==> src/rtl/mult_sequencer.sv <==
// mult_sequencer
//   Multi-cycle MULT/MULTU unit for the MIPS pipeline. It owns the HI/LO
//   architectural registers. A multiply runs WIDTH radix-2 shift-add
//   iterations on the operand magnitudes, then applies the sign in one
//   fixup cycle. While a multiply is in flight, any decode-stage HI/LO
//   access or new multiply raises a combinational stall.
//
// Ports
//   clk         rising-edge clock
//   reset       synchronous, active-high reset
//   start_mult  decode holds MULT/MULTU
//   mult_sign   1 = MULT (signed), 0 = MULTU; sampled with start_mult
//   src_a/src_b forwarded rs/rt operands; sampled with start_mult
//   read_hilo   decode holds MFHI/MFLO
//   write_hi/lo decode holds MTHI/MTLO
//   wdata       MTHI/MTLO data
//   hi/lo       architectural HI/LO (registered)
//   busy        registered, high whenever a multiply is in flight
//   done        registered one-cycle pulse after a multiply writes HI/LO
//   stall       combinational pipeline freeze for PC and IF/ID
module mult_sequencer #(
  parameter int WIDTH = 32
) (
  input  logic             clk,
  input  logic             reset,
  input  logic             start_mult,
  input  logic             mult_sign,
  input  logic [WIDTH-1:0] src_a,
  input  logic [WIDTH-1:0] src_b,
  input  logic             read_hilo,
  input  logic             write_hi,
  input  logic             write_lo,
  input  logic [WIDTH-1:0] wdata,
  output logic [WIDTH-1:0] hi,
  output logic [WIDTH-1:0] lo,
  output logic             busy,
  output logic             done,
  output logic             stall
);

  localparam int CNT_W = (WIDTH > 1) ? $clog2(WIDTH) : 1;

  typedef enum logic [1:0] {
    IDLE = 2'd0,
    BUSY = 2'd1,
    FIX  = 2'd2
  } state_t;

  state_t               state;
  state_t               next_state;
  logic [CNT_W-1:0]     count;
  logic [2*WIDTH-1:0]   acc;
  logic [WIDTH-1:0]     mcand;
  logic [WIDTH-1:0]     mplier;
  logic                 neg;

  logic                 busy_nxt;
  logic                 done_nxt;
  logic                 accept;
  logic                 reg_write_ok;
  logic [WIDTH:0]       upper_sum;
  logic [2*WIDTH-1:0]   acc_step;

  // Magnitude of a signed operand; the most negative value maps to itself,
  // which is its correct magnitude when read as unsigned.
  function automatic logic [WIDTH-1:0] magnitude(
    input logic signed [WIDTH-1:0] v,
    input logic                    is_signed
  );
    logic [WIDTH-1:0] u;
    u = v;
    if (is_signed && v[WIDTH-1])
      return (~u) + WIDTH'(1);
    return u;
  endfunction

  // Two's-complement negation of the full 2W-bit product when requested.
  function automatic logic [2*WIDTH-1:0] sign_fix(
    input logic [2*WIDTH-1:0] p,
    input logic               negate
  );
    if (negate)
      return (~p) + (2*WIDTH)'(1);
    return p;
  endfunction

  // One shift-add iteration: the upper half gains the multiplicand (with
  // carry kept in the extra bit), then the whole accumulator shifts right.
  always_comb begin
    upper_sum = {1'b0, acc[2*WIDTH-1:WIDTH]} + (mplier[0] ? {1'b0, mcand} : '0);
    acc_step  = {upper_sum, acc[WIDTH-1:1]};
  end

  // State register
  always_ff @(posedge clk) begin
    if (reset)
      state <= IDLE;
    else
      state <= next_state;
  end

  // Next-state logic
  always_comb begin
    next_state = state;
    case (state)
      IDLE:    if (start_mult) next_state = BUSY;
      BUSY:    if (count == CNT_W'(WIDTH - 1)) next_state = FIX;
      FIX:     next_state = IDLE;
      default: next_state = IDLE;
    endcase
  end

  // Output / control decode. stall uses only registered busy and decode
  // inputs, so there is no path from HI/LO into the stall logic.
  always_comb begin
    stall        = busy & (start_mult | read_hilo | write_hi | write_lo);
    busy_nxt     = (next_state != IDLE);
    done_nxt     = (state == FIX);
    accept       = (state == IDLE) & start_mult;
    reg_write_ok = (state == IDLE) & ~start_mult;
  end

  // Datapath and architectural registers
  always_ff @(posedge clk) begin
    if (reset) begin
      hi     <= '0;
      lo     <= '0;
      busy   <= 1'b0;
      done   <= 1'b0;
      acc    <= '0;
      count  <= '0;
      mcand  <= '0;
      mplier <= '0;
      neg    <= 1'b0;
    end else begin
      busy <= busy_nxt;
      done <= done_nxt;
      if (accept) begin
        neg    <= mult_sign & (src_a[WIDTH-1] ^ src_b[WIDTH-1]);
        mcand  <= magnitude($signed(src_a), mult_sign);
        mplier <= magnitude($signed(src_b), mult_sign);
        acc    <= '0;
        count  <= '0;
      end
      // A coincident MULT wins over MTHI/MTLO; the writes are dropped.
      if (reg_write_ok) begin
        if (write_hi) hi <= wdata;
        if (write_lo) lo <= wdata;
      end
      if (state == BUSY) begin
        acc    <= acc_step;
        mplier <= mplier >> 1;
        count  <= count + CNT_W'(1);
      end
      if (state == FIX)
        {hi, lo} <= sign_fix(acc, neg);
    end
  end

endmodule

==> config.mk <==
export PLATFORM = sky130hd
export DESIGN_NAME = mult_sequencer
export DESIGN_NICKNAME = d
export VERILOG_FILES = /design/src/rtl/mult_sequencer.sv
export SDC_FILE = /design/constraint.sdc
export NUM_CORES = 1
export LEC_CHECK = 0
export ABC_AREA = 1
export CAP_MARGIN = 5
export CORE_MARGIN = 5
export CORE_UTILIZATION = 55
export DETAILED_ROUTE_END_ITERATION = 12
export PLACE_DENSITY = 0.81
export SLEW_MARGIN = 20
export SYNTH_ARGS = -nofsm -noshare
export SYNTH_HDL_FRONTEND = slang
export SYNTH_SLANG_ARGS = --single-unit
==> constraint.sdc <==
create_clock -name clk -period 2.9 [get_ports clk]
set_input_delay 0.29 -clock clk [delete_from_list [all_inputs] [get_ports clk]]
set_output_delay 0.29 -clock clk [all_outputs]
set_load 0.02 [all_outputs]
==> impl_metrics.tcl, run 1 <==
set metrics [dict create \
    max_buffers_root_to_sink 3 \
    fin_crit_sh_pct 87.76 \
    worstSetupEndpointType "flip-flop" \
    tritoncts "done" \
    finish.instance_area_mm2 0.01702 \
    power_density_mw_per_mm2 423.0 \
    clock_tree.root_cell "clkbuf_16" \
    post-route-drc-count 0 \
    average_via_count_per_standard_cell 5.683 \
    totalNegativeSetupSlack_ns 0 \
    cts.sink_count 202 \
    global_route_wire_length_before_repair_mm 78.94 \
    antenna_found_initial 0 \
    placement_row_count 58 \
    p_leak_nw 8.224 \
    first_pass_iters 6 \
    path_max_fanout 14 \
    max_fclk_mhz 392.9 \
    ir_worst_vdd_v 0.0004420 \
    count_of_antenna_violating_nets_left_after_detailed_routing 0 \
    post_synth_instance_area_mm2 0.01420 \
    detailed_route_wire_length_mm 50.15 \
    placed_area_mm2 0.01627 \
    timing_worst_setup_path_type "reg2reg" \
    drv.max_cap_violation_count 0 \
    cts_setup_buffers 0 \
    synthFlopType "dfxtp_1" \
    final.setup.worst_slack_ns 0.3548 \
    synth.distinct_cells 44 \
    grt_start_max_net_pins 85 \
    cts_htree_levels 1 \
    tightestPinTransition_ns 0.6947 \
    timing.final.max_slew_violations 0 \
    detail_route.wl_per_cell_um 17.48 \
    finalPower_mw 7.201 \
    die_area_mm2 0.02913 \
    number_of_buffers_inserted_during_clock_tree_synthesis 23 \
    drive_gt1_share_pct 5.790 \
    timing.max_slew.rel_slack_pct 53.19 \
    initial_core_util_pct 56.06 \
    worst-endpoint-required_ns 3.33 \
    pin_count 170 \
    port-buffer-count 169 \
    nFillCells 2348 \
    clkTransAtPathRegs_ns 0.06 \
    finalSetupViolations 0 \
    grt_remaining_overflow 0 \
    synth_seq_area_share_pct 28.48 \
    die_w_um 170.7 \
    layout.nets 2664 \
    synth-edff-count 0 \
    final_hold_viol_count 0 \
    worst_setup_path_start_kind "flip-flop" \
    layout-area-overhead-vs-synth_pct 19.91 \
    drt_iter0_drc 1560 \
    clock_skew_ns 0.02276 \
    synthesis.instances 2388 \
    die_height_um 170.7 \
    status "completed" \
    asyncSetResetFlopFracSynth_pct 0 \
    place.gp.congestion 1.000 \
    antenna_cells_inserted 0 \
    finalWorstPathRequiredPeriod_ns 2.545 \
    detailroute.via_count 16304 \
    postSynthRegisterBits 202 \
    global_route.usage.total_pct 33.48 \
    first_global_vias 15063 \
    post-dp-hpwl_mm 38.23 \
    post-place-ws_ns 0.3046 \
    yosys_warnings 0 \
    rsz0062_at_grt "false" \
    clk_latency_ns 0.52 \
    synth.avg_cell_area_um2 5.945 \
    arrival_ns 2.98 \
    hold_path_class "in2reg" \
    floorplan.core_area_mm2 0.02533 \
    synth_fp_nets 2529 \
]
## kinds of logic (layout without fill, tap and decap cells)
kind of cell	after synthesis	count (layout)	share of synthesized area (%)
AND/OR/NAND/NOR	1270	1270	38.50
AO/OA/AOI/OAI	472	472	17.90
buffers and inverters	383	534	10.29
flip-flops	202	202	28.48
adder cells (fa/ha/maj)	38	38	3.402
XOR/XNOR	23	23	1.419
## where the power goes
group          internal, mW  switching [mW]
Clock                  1.69            1.21
Sequential             2.92           0.119
Combinational         0.498           0.757
Total                  5.11            2.09
## routing by layer
metal	track usage [%]	vias up	part of all wire [%]
li1	-	8048	-
met2	52.48	729	44
met1	45.64	7407	42
met3	7.232	120	10
met4	12.01	0	3.9
met5	0	-	0
## worst max-delay path, cell delays in order (launching register included)
cell,delay (ns)
dfxtp_2,0.41
buf_4,0.24
nand2_1,0.08
inv_1,0.06
ha_1,0.18
inv_1,0.06
fa_1,0.35
inv_1,0.11
nand3_1,0.08
nand3_1,0.17
nand2_1,0.07
nand2_1,0.15
nand2_1,0.09
nand3_1,0.11
nand2_1,0.06
nand2_1,0.06
nand2_1,0.04
a21oi_1,0.12
## per-stage QoR
step	instances	utilization, %	hold WS (ns)
after floorplan	2388	-	0.4419
after global placement	2827	64.24	0.4513
after detailed placement	2827	64.24	0.4645
after CTS	2869	67.21	0.3589
after global routing	2869	67.22	0.4142
final	2869	67.22	0.3736
## final cells by class
type / count / area, um^2 / share of cell area (%)
Clock buffer: 29 / 618.1 / 3.631
Tap cell: 330 / 412.9 / 2.425
Timing Repair Buffer: 207 / 2027 / 11.91
Inverter: 286 / 1074 / 6.306
Clock inverter: 12 / 123.9 / 0.7276
Multi-Input combinational cell: 1803 / 8722 / 51.23
Sequential cell: 202 / 4046 / 23.77
## cells in the final DEF (no fill, tap or decap), types with 6 or more instances in the layout
cell               n
a21oi_1          261
a22oi_1           20
a31oi_1           17
buf_4             34
clkbuf_16         23
clkdlybuf4s50_1  168
clkinv_2           6
dfxtp_1          200
ha_1              37
inv_1            275
inv_2             10
nand2_1          671
nand2_2            7
nand3_1          225
nand3b_1          17
nand4_1           35
nor2_1           236
nor2_2            11
nor2_4             9
nor3_1            21
o211ai_1           6
o21ai_0          130
o21ai_1           15
o21bai_1           9
or2_2             19
xor2_1            19
## sequential cells by signal, indices dropped and copies added (netlist names)
| register | flops |
|---|---|
| busy | 1 |
| count | 5 |
| mplier | 32 |
| acc | 64 |
| mcand | 32 |
| hi | 32 |
| neg | 1 |
| state | 2 |
| lo | 32 |
| done | 1 |
## synth_stat cells, types with 14 or more instances
library cell,number,area share (%)
nor2_1,237,6.3
nand4_1,35,1.5
or2_2,19,0.84
clkbuf_1,67,1.8
nand3b_1,17,0.90
ha_1,37,3.3
nand2_1,671,18
a22oi_1,20,1.1
xor2_1,19,1.2
inv_1,276,7.3
o21ai_1,17,0.60
a21oi_1,261,9.2
dfxtp_1,202,28
nand3_1,225,7.9
a31oi_1,17,0.75
buf_2,19,0.67
nor3_1,21,0.74
o21ai_0,130,4.6
nor2_2,14,0.62
## path summary, 6_finish.rpt
check                           startpoint        to  slack (ns)  depth (start not counted)
worst max register to register   mplier[0]   acc[63]        0.35                         17
worst max-delay path             mplier[0]   acc[63]        0.35                         17
worst min register to register    count[4]  count[4]        0.47                          2
worst min-delay path              wdata[0]     lo[0]        0.37                          3
## what timing repair did
item	in CTS	in global routing
hold endpoints to repair	1	0
resized for setup	0	1
hold buffers	1	0
endpoints found under the setup margin	0	3
No activity file was read; power rests on OpenSTA's default activity.
==> run 2, diff against run 1 <==
--- a/config.mk
+++ b/config.mk
@@ -6,11 +6,11 @@
 export NUM_CORES = 1
 export LEC_CHECK = 0
 export ABC_AREA = 1
-export CAP_MARGIN = 5
+export CAP_MARGIN = 20
 export CORE_MARGIN = 5
-export CORE_UTILIZATION = 55
+export CORE_UTILIZATION = 57
 export DETAILED_ROUTE_END_ITERATION = 12
-export PLACE_DENSITY = 0.81
+export PLACE_DENSITY = 0.83
 export SLEW_MARGIN = 20
 export SYNTH_ARGS = -nofsm -noshare
 export SYNTH_HDL_FRONTEND = slang
==> impl_metrics.tcl, run 2 (synthesis results as in run 1) <==
set metrics [dict create \
    number_of_flip_flops_in_the_largest_register 64 \
    worstSetupEndpointType "flip-flop" \
    worst_setup_path_start_kind "flip-flop" \
    first_global_vias 15146 \
    drt_iter0_drc 1738 \
    die_area_mm2 0.02816 \
    die_height_um 167.8 \
    timing_worst_setup_path_type "reg2reg" \
    cts_htree_levels 1 \
    worst-endpoint-required_ns 3.31 \
    area.sequential_mm2 0.004046 \
    p_sw_share_pct 29.49 \
    drive_gt1_share_pct 5.569 \
    layout.nets 2657 \
    detailed_route_wire_length_mm 49.56 \
    global_route_wire_length_before_repair_mm 78.69 \
    tightestPinTransition_ns 0.8624 \
    layout.cells.most_common "nand2_1" \
    port-buffer-count 169 \
    hold_path_class "in2reg" \
    cts-hold-fix-buffers 0 \
    multiInputGateArea_mm2 0.008722 \
    totalNegativeSetupSlack_ns 0 \
    first_pass_iters 8 \
    drv.max_cap_violation_count 0 \
    average_via_count_per_standard_cell 5.752 \
    worst_hold_slack_ns 0.1841 \
    p_clk_share_pct 41.1 \
    placement_row_count 57 \
    die_w_um 167.8 \
    number_of_buffers_inserted_during_clock_tree_synthesis 23 \
    place.gp.congestion 1.018 \
    layout_common_cells "671 x nand2_1, 275 x inv_1, 261 x a21oi_1" \
    p_int_mw 5.155 \
    layout-area-overhead-vs-synth_pct 19.68 \
    path_max_fanout 12 \
    antenna_cells_inserted 0 \
    detailroute.via_count 16429 \
    power_density_mw_per_mm2 430.3 \
    place_inst 2815 \
    count_of_antenna_violating_nets_left_after_detailed_routing 0 \
    fin_crit_sh_pct 89.63 \
    nFillCells 2226 \
    clk_latency_ns 0.55 \
    final_hold_viol_count 0 \
    max_flop_register "acc" \
    initial_core_util_pct 58.21 \
    tritoncts "done" \
    detail_route.wl_per_cell_um 17.35 \
    max_buffers_root_to_sink 3 \
    clock_skew_ns 0.01881 \
    rsz0062_at_grt "false" \
    finalSetupViolations 0 \
    p_leak_nw 8.182 \
    p_sw_mw 2.156 \
    cts.sink_count 202 \
    cts_setup_buffers 0 \
    antenna_found_initial 0 \
    power.share.sequential_pct 41.7 \
    grt_start_max_net_pins 75 \
    clkTransAtPathRegs_ns 0.07 \
    pwr-share-comb_pct 17.1 \
    post-dp-hpwl_mm 37.99 \
    status "completed" \
    post-route-drc-count 0 \
    clock_tree.root_cell "clkbuf_16" \
    arrival_ns 3.01 \
    pin_count 170 \
    global_route.usage.total_pct 33.82 \
    max_fclk_mhz 384.7 \
    finalWorstPathRequiredPeriod_ns 2.599 \
    timing.max_slew.rel_slack_pct 42.51 \
    floorplan.core_area_mm2 0.02439 \
    post_cts.resized_instances 0 \
    timing.final.max_slew_violations 0 \
    non_filler_instance_count_after_layout 2856 \
    grt_remaining_overflow 0 \
    ir_worst_vdd_v 0.0003700 \
]
run 2: cell count changes in the layout (fill, tap and decap cells not counted), sizes merged:
cell         delta
dlygate4sd3     -1
buf             -6
clkinv          -5
clkbuf          +1
clkinvlp        +4
run 2: critical path, cell delays in order (launching register included):
cell and delay (ns):
dfxtp_2 0.38, buf_4 0.18, buf_4 0.17, nand2_1 0.06, inv_1 0.04, ha_1 0.36
nand2_1 0.12, nor2_1 0.14, inv_1 0.07, nor3_1 0.37, nand3_1 0.24, nand3_1 0.12
nand2_1 0.05, nand3_1 0.09, a21oi_1 0.07
run 2: layer usage:
metal | up-vias | GRT usage, % | routed length [um]
met4 | 0 | 11.04 | 1655
met1 | 7415 | 45.28 | 20160
li1 | 8036 | - | -
met5 | - | 0 | 0
met3 | 137 | 7.433 | 5534
met2 | 841 | 54.44 | 22210
run 2: power groups by stage:
stage	Combinational [mW]	Clock (mW)	Sequential [mW]
after floorplan	0.641	0	3.12
after global placement	1.20	0	3.10
after detailed placement	1.23	0	3.10
after CTS	1.24	3.01	3.04
after global routing	1.37	3.14	3.06
final	1.25	3.01	3.05
run 2: worst paths after layout:
kind / start / endpoint / slack (ns) / cells past startpoint
min reg2reg: count[3] / count[3] / 0.47 / 2
max reg2reg: mplier[0] / acc[51] / 0.30 / 14
min: reset / done / 0.18 / 2
max: mplier[0] / acc[51] / 0.30 / 14
run 2: area by class of cell:
cell class | count | area share, %
timing repair buffer | 200 | 11.61
sequential | 202 | 23.81
tap | 324 | 2.386
inverter | 286 | 6.318
multi-input combinational | 1803 | 51.33
clock buffer | 30 | 3.719
clock inverter | 11 | 0.8247
run 2: stage by stage:
step	area, um^2	utilization (%)	worst slack, ns	power (mW)
after floorplan	14200	-	0.5805	3.763
after global placement	16220	66.49	0.2946	4.303
after detailed placement	16220	66.49	0.2693	4.331
after CTS	16990	69.66	0.2679	7.294
after global routing	16990	69.66	0.1375	7.578
final	16990	69.66	0.3007	7.311
